<file path="config.mk">
export PLATFORM = sky130hd
export DESIGN_NAME = wb_commit_stage
export DESIGN_NICKNAME = d
export VERILOG_FILES = /design/src/rtl/wb_commit_stage.sv
export SDC_FILE = /design/constraint.sdc
export NUM_CORES = 1
export LEC_CHECK = 0
export CORE_MARGIN = 3
export CORE_UTILIZATION = 44
export DETAILED_ROUTE_END_ITERATION = 6
export PLACE_DENSITY = 0.87
export SLEW_MARGIN = 20
export SYNTH_ARGS = -nofsm -noshare
export SYNTH_HDL_FRONTEND = slang
export SYNTH_SLANG_ARGS = --single-unit
</file>
<file path="constraint.sdc">
create_clock -name clk -period 3.6 [get_ports clk]
set_input_delay 0.72 -clock clk [delete_from_list [all_inputs] [get_ports clk]]
set_output_delay 0.72 -clock clk [all_outputs]
set_load 0.02 [all_outputs]
</file>
<file path="src/rtl/wb_commit_stage.sv">
// Writeback/commit stage: picks the writeback value for each retiring
// instruction and drives the register file's edge-triggered write port
// with a setup cycle followed by a single-cycle strobe. Also exports a
// forwarding entry, a misaligned-load error pulse and a commit counter.
module wb_commit_stage #(
    parameter int DATA_W = 32,
    parameter int CNT_W  = 32
) (
    input  logic              clk,
    input  logic              rst_n,
    input  logic              mem_valid,
    output logic              mem_ready,
    input  logic              mem_reg_write,
    input  logic [4:0]        mem_rd_addr,
    input  logic [1:0]        mem_wb_sel,
    input  logic [2:0]        mem_load_type,
    input  logic [DATA_W-1:0] mem_alu_result,
    input  logic [DATA_W-1:0] mem_load_data,
    input  logic [DATA_W-1:0] mem_pc_plus4,
    output logic [4:0]        reg_wr_addr,
    output logic [DATA_W-1:0] reg_wr_data,
    output logic              reg_wr_strobe,
    output logic              fwd_valid,
    output logic [4:0]        fwd_addr,
    output logic [DATA_W-1:0] fwd_data,
    output logic              err_misalign,
    output logic [CNT_W-1:0]  commit_count
);

    typedef enum logic [1:0] {
        IDLE   = 2'd0,
        SETUP  = 2'd1,
        STROBE = 2'd2
    } state_t;

    state_t            state_q, state_d;
    logic [4:0]        addr_q, addr_d;
    logic [DATA_W-1:0] data_q, data_d;
    logic              err_q, err_d;
    logic [CNT_W-1:0]  cnt_q, cnt_d;

    logic [1:0]        off;
    logic [7:0]        byte_v;
    logic [15:0]       half_v;
    logic [DATA_W-1:0] load_v;
    logic [DATA_W-1:0] sel_data;
    logic              is_load;
    logic              misaligned;
    logic              accept;
    logic              eff_write;

    // Little-endian load extraction and alignment check from the byte offset.
    always_comb begin
        off = mem_alu_result[1:0];
        case (off)
            2'd0:    byte_v = mem_load_data[7:0];
            2'd1:    byte_v = mem_load_data[15:8];
            2'd2:    byte_v = mem_load_data[23:16];
            default: byte_v = mem_load_data[31:24];
        endcase
        half_v = off[1] ? mem_load_data[31:16] : mem_load_data[15:0];
        case (mem_load_type)
            3'b000: begin
                load_v     = {{24{byte_v[7]}}, byte_v};
                misaligned = 1'b0;
            end
            3'b100: begin
                load_v     = {24'd0, byte_v};
                misaligned = 1'b0;
            end
            3'b001: begin
                load_v     = {{16{half_v[15]}}, half_v};
                misaligned = off[0];
            end
            3'b101: begin
                load_v     = {16'd0, half_v};
                misaligned = off[0];
            end
            default: begin
                load_v     = mem_load_data;
                misaligned = (off != 2'd0);
            end
        endcase
    end

    // Writeback value select and acceptance/effective-write qualification.
    always_comb begin
        is_load = (mem_wb_sel == 2'b01);
        case (mem_wb_sel)
            2'b01:   sel_data = load_v;
            2'b10:   sel_data = mem_pc_plus4;
            default: sel_data = mem_alu_result;
        endcase
        mem_ready = (state_q != SETUP);
        accept    = mem_valid && mem_ready;
        eff_write = mem_reg_write && (mem_rd_addr != 5'd0) && !(is_load && misaligned);
    end

    // Next-state logic: a latched write always spends one SETUP then one STROBE cycle.
    always_comb begin
        state_d = state_q;
        addr_d  = addr_q;
        data_d  = data_q;
        cnt_d   = cnt_q;
        err_d   = accept && mem_reg_write && is_load && misaligned;
        if (state_q == STROBE) begin
            cnt_d = cnt_q + {{(CNT_W-1){1'b0}}, 1'b1};
        end
        case (state_q)
            SETUP: state_d = STROBE;
            IDLE, STROBE: begin
                state_d = IDLE;
                if (accept && eff_write) begin
                    addr_d  = mem_rd_addr;
                    data_d  = sel_data;
                    state_d = SETUP;
                end
            end
            default: state_d = IDLE;
        endcase
    end

    // State and datapath registers; reset aborts any write in flight.
    always_ff @(posedge clk or negedge rst_n) begin
        if (!rst_n) begin
            state_q <= IDLE;
            addr_q  <= 5'd0;
            data_q  <= '0;
            err_q   <= 1'b0;
            cnt_q   <= '0;
        end else begin
            state_q <= state_d;
            addr_q  <= addr_d;
            data_q  <= data_d;
            err_q   <= err_d;
            cnt_q   <= cnt_d;
        end
    end

    // Outputs decoded straight from registered state.
    always_comb begin
        reg_wr_addr   = addr_q;
        reg_wr_data   = data_q;
        reg_wr_strobe = (state_q == STROBE);
        fwd_valid     = (state_q == SETUP) || (state_q == STROBE);
        fwd_addr      = addr_q;
        fwd_data      = data_q;
        err_misalign  = err_q;
        commit_count  = cnt_q;
    end

endmodule

</file>
# ---- After elaboration in Yosys (flattened, before gate mapping)
# Index checks and enable logic that the tools add are counted.
dict set report word_totals {
  register_bits 72
  wordCells 42
}
dict set report op_classes {
  n_addsub 1
  eq_ne 10
  mux 7
  reduce_logical 19
}
# op n
set op_table {}
lappend op_table {{32-bit one-hot mux with 4 select lines} 1}
lappend op_table {{32-bit one-hot mux with 2 select lines} 1}
lappend op_table {{32-bit by 1-bit adder with 32-bit output, second input constant} 1}
lappend op_table {{8-bit one-hot mux with 3 select lines} 1}
lappend op_table {{16-bit 2-to-1 mux} 1}
lappend op_table {{1-bit logical AND} 8}
lappend op_table {{2-bit by 1-bit == test with 1-bit output, second input constant} 3}
lappend op_table {{2-bit == test, second input constant} 3}
lappend op_table {{3-bit == test, second input constant} 2}
lappend op_table {{2-bit OR reduction} 3}
lappend op_table {{5-bit nonzero test} 1}
lappend op_table {{2-bit logical NOT} 2}
lappend op_table {{2-bit one-hot mux with 2 select lines} 1}
lappend op_table {{3-bit by 1-bit == test with 1-bit output, second input constant} 1}
lappend op_table {{3-bit logical NOT} 1}
lappend op_table {{2-bit by 1-bit != test with 1-bit output, second input constant} 1}
lappend op_table {{1-bit one-hot mux with 2 select lines} 1}
lappend op_table {{2-bit AND reduction} 1}
lappend op_table {{2-bit nonzero test} 1}
lappend op_table {{1-bit logical NOT} 1}
lappend op_table {{1-bit logical OR} 1}
lappend op_table {{1-bit 2-to-1 mux} 1}

# ---- Depth between registers and ports, before layout
# Gate-level depths: netlist of run 1.
dict set report depth {
  ltp_word 9
  depth_mapped 9
  depth_no_buf 7
}

# ---- Least setup slack after synthesis of run 1
# OpenSTA, ideal clock, no wires.
dict set report synth_timing {
  path_kind {input to register}
  start {in mem_wb_sel[1]}
  end {reg data_q[7] (netlist: fwd_data[7])}
  arrival_time_ps 2126
  required_ps 3496
  slack_ps 1370
  cell_stages 8
  n_path_buf 2
  cell_sequence {inv_1 -> ha_1 -> and2_1 -> buf_2 -> a32oi_4 -> o211ai_4 -> buf_6 -> o41ai_2}
}
dict set report synth_between {
  elab_chain_cells 6
}
# item line_no
set synth_lines {}
lappend synth_lines {{start: declaration} 15} ;# input logic [1:0] mem_wb_sel,
lappend synth_lines {{2-bit by 1-bit == test with 1-bit output} {88, 89}}
lappend synth_lines {{1-bit logical AND} 96} ;# eff_write = mem_reg_write && (mem_rd_addr != 5'd0) && !(is_load && misaligned);
lappend synth_lines {{1-bit logical NOT} 96}
lappend synth_lines {{1-bit logical AND} 96}
lappend synth_lines {{1-bit logical AND} 113} ;# if (accept && eff_write) begin
lappend synth_lines {{2-bit AND reduction (no source line)} --}
lappend synth_lines {{end signal: assignment} 134} ;# data_q <= data_d;
lappend synth_lines {{end: declaration} 38} ;# logic [DATA_W-1:0] data_q, data_d;
# Parallel ways exist; a longest one is shown, timed or not.
# A chain may end at the register's enable or synchronous reset.

# ---- Final worst setup path of run 1
dict set report layout_timing {
  start {in mem_wb_sel[1]}
  end {reg data_q[8] (netlist: fwd_data[8])}
}
# Same word-level chain as after synthesis.

==> results by group, run 1 <==
Floorplanning
  – Core Area: 9460 um^2
  – Overall die width: between 100 and 150 um
  – Num ports: 220
  – Die area: roughly 11000 um^2
  – Cell Rows: 35
  – Die Y: ~110 um
  – Starting Density: 0.464

STA
  – Final number of setup-violating endpoints: 0
  – Setup TNS: 0 ns
  – Tcrit/Tclk final: 0.766
  – Fin. Hold Viols: 0
  – Max_slew headroom: 0.407
  – Clock Skew: about 0.009 ns
  – Slew Limit Fails: 0
  – Tmin final: 2.76 ns
  – Max frequency: 363 MHz
  – Unrepaired setup endpoints after global routing: no
  – Least-Margin Pin Slew: just under 0.9 ns

Synthesis
  – Cells after synthesis: 450
  – Post-synth EDFFs: 0
  – Mux contribution to synthesized area: 0.0385
  – Post-Synth Adder-Cell Area: 0.0199
  – Compound-Gate Fraction of Synth Area: 0.196
  – Syn avg cell area: a little under 10 um^2
  – Main combinational cell family by area after synthesis: compound AO/OA/AOI/OAI gates
  – Synth Flop Type: dfrtp_1
  – XOR/XNOR share of the synthesized area: 0.0618
  – Yosys warns: 0
  – Synth unique cells: 50
  – Flop and latch count out of synthesis: 72
  – Simple-Gate Fraction of Synth Area: 0.160
  – Async set-reset flop share out of synthesis: 1.00
  – Post-synthesis sequential area ratio: 0.410
  – Post-synth net total: 567
  – Cell Area, Synth: 4390 um^2

Pwr
  – Peak supply drop: between 0.0003 and 0.0004 V
  – P_leak: 2.78 nW
  – Pwr dens: 502 nW/um^2

Placement
  – HPWL Detailed: around 12000 um
  – Post-DP Area: between 6000 and 7000 um^2
  – RD Place Congestion: 0.950
  – IO buf count: between 200 and 250

Routing
  – DR pass1 iterations: 5
  – Final wirelength: roughly 15000 um
  – DRC Markers: 0
  – Vias: around 4300
  – Via-to-Cell Ratio: ~5.6
  – Post-route ant nets: 0
  – DRT iter0 DRCs: between 200 and 300
  – Post-DR wirelength/cell: between 15 and 20 um

Worst setup path
  – WP data required: 3.80 ns
  – WP data arrival: 2.95 ns
  – Worst Path Class, Setup: in2reg
  – FF-to-FF setup slack: 1.44 ns
  – Crit Path Max Fanout: 24
  – CP Capture Type: flip-flop
  – CP Launch Type: primary input

Clock network
  – Clock Tree Buf Depth: 2
  – # Post-CTS Setup Buffers: 0
  – Clock Sinks: slightly above 70
  – CTS tree: done
  – Hold_buf cts: 0
  – Clock Tree Root: clkbuf_8
  – Worst skew pair latency: around 0.35 ns
  – Clock transition at path regs: around 0.080 ns
  – Cts bufs inserted: 9
  – Max H-tree Level: 3
  – Post-CTS resize count: 0

Cells and area
  – Diode count: 0
  – Fraction of final layout cells sized beyond drive strength 1: 0.0635
  – Footprint of the multi-input gates: 2090 um^2
  – P&R area growth vs syn: 50.9%
  – Seq. cell area: ~1800 um^2
  – Post-layout net count: ~740
  – Fill cell count: ~700
  – Design area: roughly 6600 um^2

Run status
  – Status: finished, final reports clean

Job
  – Max_cap viols: 0

Hold path
  – Tightest Hold Check Type: reg2reg

Global route
  – Largest net degree at the start of global routing: 73
  – GRT overflow: 0
  – Vias in the first global route: 4421
  – Total track usage: 0.257
  – First-pass GRT wire length: approximately 23000 um
  – Initial antenna violation count: 0
-- per-layer routing --
metal,vias up,wire (um),track usage
met5,-,0,0
met1,2034,5690,0.310
li1,1941,-,-
met4,0,280,0.0851
met3,24,1260,0.0631
met2,266,7380,0.451
-- through the flow --
stage,instances,utilization,total power [mW],hold slack [ns],setup slack [ns]
final,759,0.700,3.32,0.485,0.843
after global routing,759,0.700,3.46,0.509,0.692
after CTS,759,0.700,3.34,0.487,0.862
after detailed placement,744,0.678,2.63,0.476,0.507
after global placement,744,0.678,2.60,0.462,0.583
after floorplan,450,-,1.96,0.424,1.37
-- power by group --
part | switching, mW | internal [mW] | total [mW]
Combinational | 0.729 | 0.752 | 1.48
Clock | 0.321 | 0.391 | 0.713
Sequential | 0.168 | 0.964 | 1.13
-- final timing paths --
path                                         startpoint  cells after the start                           end
max                                       mem_wb_sel[1]                      9       fwd_data[8]$_DFFE_PN0P_
min                        commit_count[31]$_DFFE_PN0P_                      1  commit_count[31]$_DFFE_PN0P_
max reg2reg                        state_q[1]$_DFF_PN0_                      8       fwd_data[8]$_DFFE_PN0P_
min reg2reg                commit_count[31]$_DFFE_PN0P_                      1  commit_count[31]$_DFFE_PN0P_
max in group asynchronous                         rst_n                      1      fwd_data[29]$_DFFE_PN0P_
min in group asynchronous                         rst_n                      1  commit_count[25]$_DFFE_PN0P_
-- kinds of logic after synthesis --
kind of cell             Yosys count
AO/OA/AOI/OAI                    112
flip-flops                        72
AND/OR/NAND/NOR                  126
buffers and inverters             87
XOR/XNOR                          31
adder cells (fa/ha/maj)            7
multiplexers                      15
-- flip-flops by register name, indices dropped and copies added (netlist names) --
signal / cells
state_q: 2
fwd_addr: 5
commit_count: 32
fwd_data: 32
err_misalign: 1
-- layout by cell type (no fill, tap or decap), drive strengths merged, types with 2 or more instances in the layout --
master and count:
nor3 3, a22o 6, o311ai 3, nand4 7, nand2b 2, ha 7
nand2 38, nor2 13, clkinvlp 2, nand3 11, o22ai 8, and3 7
o21ai 11, and4 3, nor4 2, clkbuf 9, xnor2 24, nor3b 8
and2 5, a22oi 7, mux2 5, a221oi 25, bufinv 2, mux2i 9
buf 12, nor2b 20, a2bb2oi 7, inv 23, xor2 7, o31ai 18
or3 2, or2 2, a21oi 17, or4 2, clkdlybuf4s50 218, dfrtp 72
-- critical path: stages --
cell and delay (ns):
clkdlybuf4s50_1 0.50, inv_1 0.06, ha_1 0.32, and2_1 0.26, a32oi_4 0.26, o211ai_4 0.23
buf_4 0.28, nor3b_1 0.24, a221oi_1 0.08
-- cell usage after synthesis, drive strengths merged (3+ instances only) --
cell     instances  area, um^2
a21oi           17        85.1
a221oi          25         219
a22o             6        52.6
a22oi            7        52.6
a2bb2oi          7        61.3
and2             5        31.3
and3             7        43.8
and4             3        26.3
buf             48         352
clkbuf          17        63.8
dfrtp           72        1800
ha               7        87.6
inv             21        78.8
mux2             5        56.3
mux2i            9        90.1
nand2           38         143
nand3           11        55.1
nand4            7        50.1
nor2            13        48.8
nor2b           20         125
nor3             3        15.0
nor3b            8        60.1
o21ai           11        55.1
o22ai            8        50.1
o311ai           3        26.3
o31ai           18         135
xnor2           24         210
xor2             7        61.3
-- final cells by class --
class,instances,area share
multi-input combinational,291,0.316
sequential,72,0.272
inverter,22,0.0125
tap,129,0.0244
clock buffer,9,0.0187
timing repair buffer,230,0.343
clock inverter,6,0.0140
(Power assumes the default switching activity.)
==> run 2: changes to the inputs <==
--- a/config.mk
+++ b/config.mk
@@ -6,9 +6,9 @@
 export NUM_CORES = 1
 export LEC_CHECK = 0
 export CORE_MARGIN = 3
-export CORE_UTILIZATION = 44
+export CORE_UTILIZATION = 41
 export DETAILED_ROUTE_END_ITERATION = 6
-export PLACE_DENSITY = 0.87
+export PLACE_DENSITY = 0.82
 export SLEW_MARGIN = 20
 export SYNTH_ARGS = -nofsm -noshare
 export SYNTH_HDL_FRONTEND = slang
==> constraint.sdc (replaced) <==
create_clock -name clk -period 2.7 [get_ports clk]
set_input_delay 0.54 -clock clk [delete_from_list [all_inputs] [get_ports clk]]
set_output_delay 0.54 -clock clk [all_outputs]
set_load 0.02 [all_outputs]
==> run 2 against run 1 <==
Compared with the run above: via count rose by 0.75%; clock skew barely moved; largest power group unchanged; sequential share of layout area fell by 0.70 points; design area rose by 2.6%; core utilization fell by 4.5 points; non-clock buffer count rose by 15.
==> results by group, run 2 (synthesis gave the netlist of run 1 again) <==
Pwr
  – Peak supply drop: 0.000323 V (was 0.000362 V)
  – Share of total power in the clock network: 0.231 (was 0.214)
  – Reg power frac: 0.330 (was 0.340)
  – Psw: 1.64 mW (was 1.22 mW)
  – Sw Share: 0.359 (was 0.366)
  – Pint: 2.92 mW (was 2.11 mW)
  – P_leak: 2.89 nW (was 2.78 nW)
  – Post-route total power: 4.56 mW (was 3.32 mW)
  – Pwr dens: 671 nW/um^2 (was 502 nW/um^2)
  – Combinational Power Share: 0.440 (was 0.445)

Clock network
  – Clock Sinks: 72 (unchanged)
  – Clock Tree Buf Depth: 2 (unchanged)
  – Worst skew pair latency: 0.34 ns (was 0.35 ns)
  – Clock transition at path regs: 0.08 ns (about the same)
  – Clock Tree Root: clkbuf_8 (unchanged)
  – CTS tree: done (unchanged)
  – Max H-tree Level: 3 (unchanged)
  – Post-CTS resize count: 0 (unchanged)
  – Cts bufs inserted: 9 (unchanged)
  – # Post-CTS Setup Buffers: 0 (unchanged)
  – Hold_buf cts: 0 (unchanged)

Worst setup path
  – WP data required: 2.16 ns (was 3.80 ns)
  – CP Capture Type: primary output (was flip-flop)
  – WP data arrival: 1.87 ns (was 2.95 ns)
  – CP Launch Type: flip-flop (was primary input)
  – Crit Path Max Fanout: 8 (was 24)
  – Worst Path Class, Setup: reg2out (was in2reg)

Routing
  – DRT iter0 DRCs: 269 (was 266)
  – Vias: 4297 (was 4265)
  – Via-to-Cell Ratio: 5.49 (was 5.62)
  – Post-DR wirelength/cell: 19.2 um (was 19.3 um)
  – DRC Markers: 0 (unchanged)
  – Final wirelength: 15000 um (was 14600 um)
  – DR pass1 iterations: 5 (unchanged)
  – Post-route ant nets: 0 (unchanged)

Job
  – Max_cap viols: 0 (unchanged)

Cells and area
  – Seq. cell area: 1800 um^2 (unchanged)
  – Footprint of the multi-input gates: 2090 um^2 (unchanged)
  – Most frequent cells in the layout: clkdlybuf4s50_1 (218), dfrtp_1 (72), nand2_1 (38) (unchanged)
  – Post-layout net count: 758 (was 743)
  – Fill cell count: 834 (was 699)
  – Fraction of final layout cells sized beyond drive strength 1: 0.0867 (was 0.0635)
  – P&R area growth vs syn: 54.9% (was 50.9%)
  – Diode count: 0 (unchanged)
  – End-of-flow core utilization: 0.656 (was 0.700)
  – Commonest non-fill, non-tap cell in the layout: clkdlybuf4s50_1 (unchanged)

STA
  – Clock Skew: 0.00970 ns (was 0.00924 ns)
  – Setup TNS: 0 ns (unchanged)
  – Least-Margin Pin Slew: 0.915 ns (was 0.890 ns)
  – Final setup margin: 0.291 ns (was 0.843 ns)
  – Max_slew headroom: 0.390 (was 0.407)
  – Slew Limit Fails: 0 (unchanged)
  – Fin. Hold Viols: 0 (unchanged)
  – Tmin final: between 2 and 2.5 ns
  – Final number of setup-violating endpoints: 0 (unchanged)
  – Max frequency: approximately 420 MHz
  – Unrepaired setup endpoints after global routing: no (unchanged)
  – Tcrit/Tclk final: 0.892

Floorplanning
  – Num ports: 220 (unchanged)
  – Starting Density: 0.423 (was 0.464)
  – Cell Rows: 37 (was 35)
  – Die area: 12000 um^2 (was 11200 um^2)
  – Overall die width: 109 um (was 106 um)
  – Core Area: 10400 um^2 (was 9460 um^2)
  – Die Y: 109 um (was 106 um)

Placement
  – Setup WS pre-CTS: 0.0271 ns (was 0.507 ns)
  – IO buf count: 219 (unchanged)
  – HPWL Detailed: 11900 um (was 11700 um)
  – RD Place Congestion: 0.970 (was 0.950)

Global route
  – First-pass GRT wire length: 23000 um (was 22800 um)
  – GRT overflow: 0 (unchanged)
  – Total track usage: 0.251 (was 0.257)
  – Largest net degree at the start of global routing: 73 (unchanged)
  – Vias in the first global route: 4355 (was 4421)
  – Initial antenna violation count: 0 (unchanged)

Run status
  – Status: finished, final reports clean (unchanged)

Hold path
  – Tightest Hold Check Type: in2async (was reg2reg)
==> run 2: changes by cell type in the layout (fill, tap and decap cells not counted) <==
| cell | delta |
|---|---|
| bufinv_16 | +1 |
| clkinvlp_4 | -1 |
| clkinv_2 | +1 |
| inv_6 | -2 |
| buf_12 | +2 |
| buf_4 | +13 |
| clkinv_4 | +2 |
==> run 2: final cells by class <==
cell class | instances | share of cell area
clock buffer | 9 | 0.0182
multi-input combinational | 291 | 0.308
inverter | 22 | 0.0121
tap | 136 | 0.0250
sequential | 72 | 0.265
timing repair buffer | 245 | 0.354
clock inverter | 7 | 0.0177
==> run 2: metrics by stage <==
stage          area, um^2  cells  hold slack [ns]
5_1_grt              6800    782            0.394
6_report             6800    782            0.336
2_1_floorplan        4390    450            0.244
3_5_place_dp         6560    766            0.474
3_3_place_gp         6560    766            0.462
4_1_cts              6800    782            0.352
==> run 2: path summary, 6_finish.rpt <==
check / startpoint / to / slack, ns / cells past startpoint
hold reg to reg: commit_count[31]$_DFFE_PN0P_ / commit_count[31]$_DFFE_PN0P_ / 0.49 / 1
setup / recovery: state_q[0]$_DFF_PN0_ / reg_wr_strobe / 0.29 / 3
hold / removal: rst_n / commit_count[8]$_DFFE_PN0P_ / 0.34 / 1
max in group asynchronous: rst_n / fwd_data[14]$_DFFE_PN0P_ / 1.78 / 1
min in group clk: commit_count[31]$_DFFE_PN0P_ / commit_count[31]$_DFFE_PN0P_ / 0.49 / 1
setup reg to reg: state_q[0]$_DFF_PN0_ / commit_count[23]$_DFFE_PN0P_ / 0.55 / 7
==> run 2: worst max-delay path, stage by stage (launching register included) <==
cell	delay, ns
dfrtp_1	0.41
inv_1	0.09
ha_1	0.35
clkdlybuf4s50_1	0.67
==> run 2: power by group through the flow <==
| stage | Combinational, mW | Sequential, mW | Clock [mW] |
|---|---|---|---|
| 5_1_grt | 2.12 | 1.53 | 1.11 |
| 2_1_floorplan | 0.895 | 1.72 | 0 |
| 3_3_place_gp | 1.99 | 1.51 | 0 |
| 6_report | 2.01 | 1.50 | 1.05 |
| 4_1_cts | 2.02 | 1.51 | 1.07 |
| 3_5_place_dp | 2.01 | 1.52 | 0 |
==> run 2: layer usage <==
metal,track usage,share of wire
met5,0,0
met4,0.0775,0.020
met2,0.417,0.48
met1,0.324,0.40
met3,0.0617,0.099
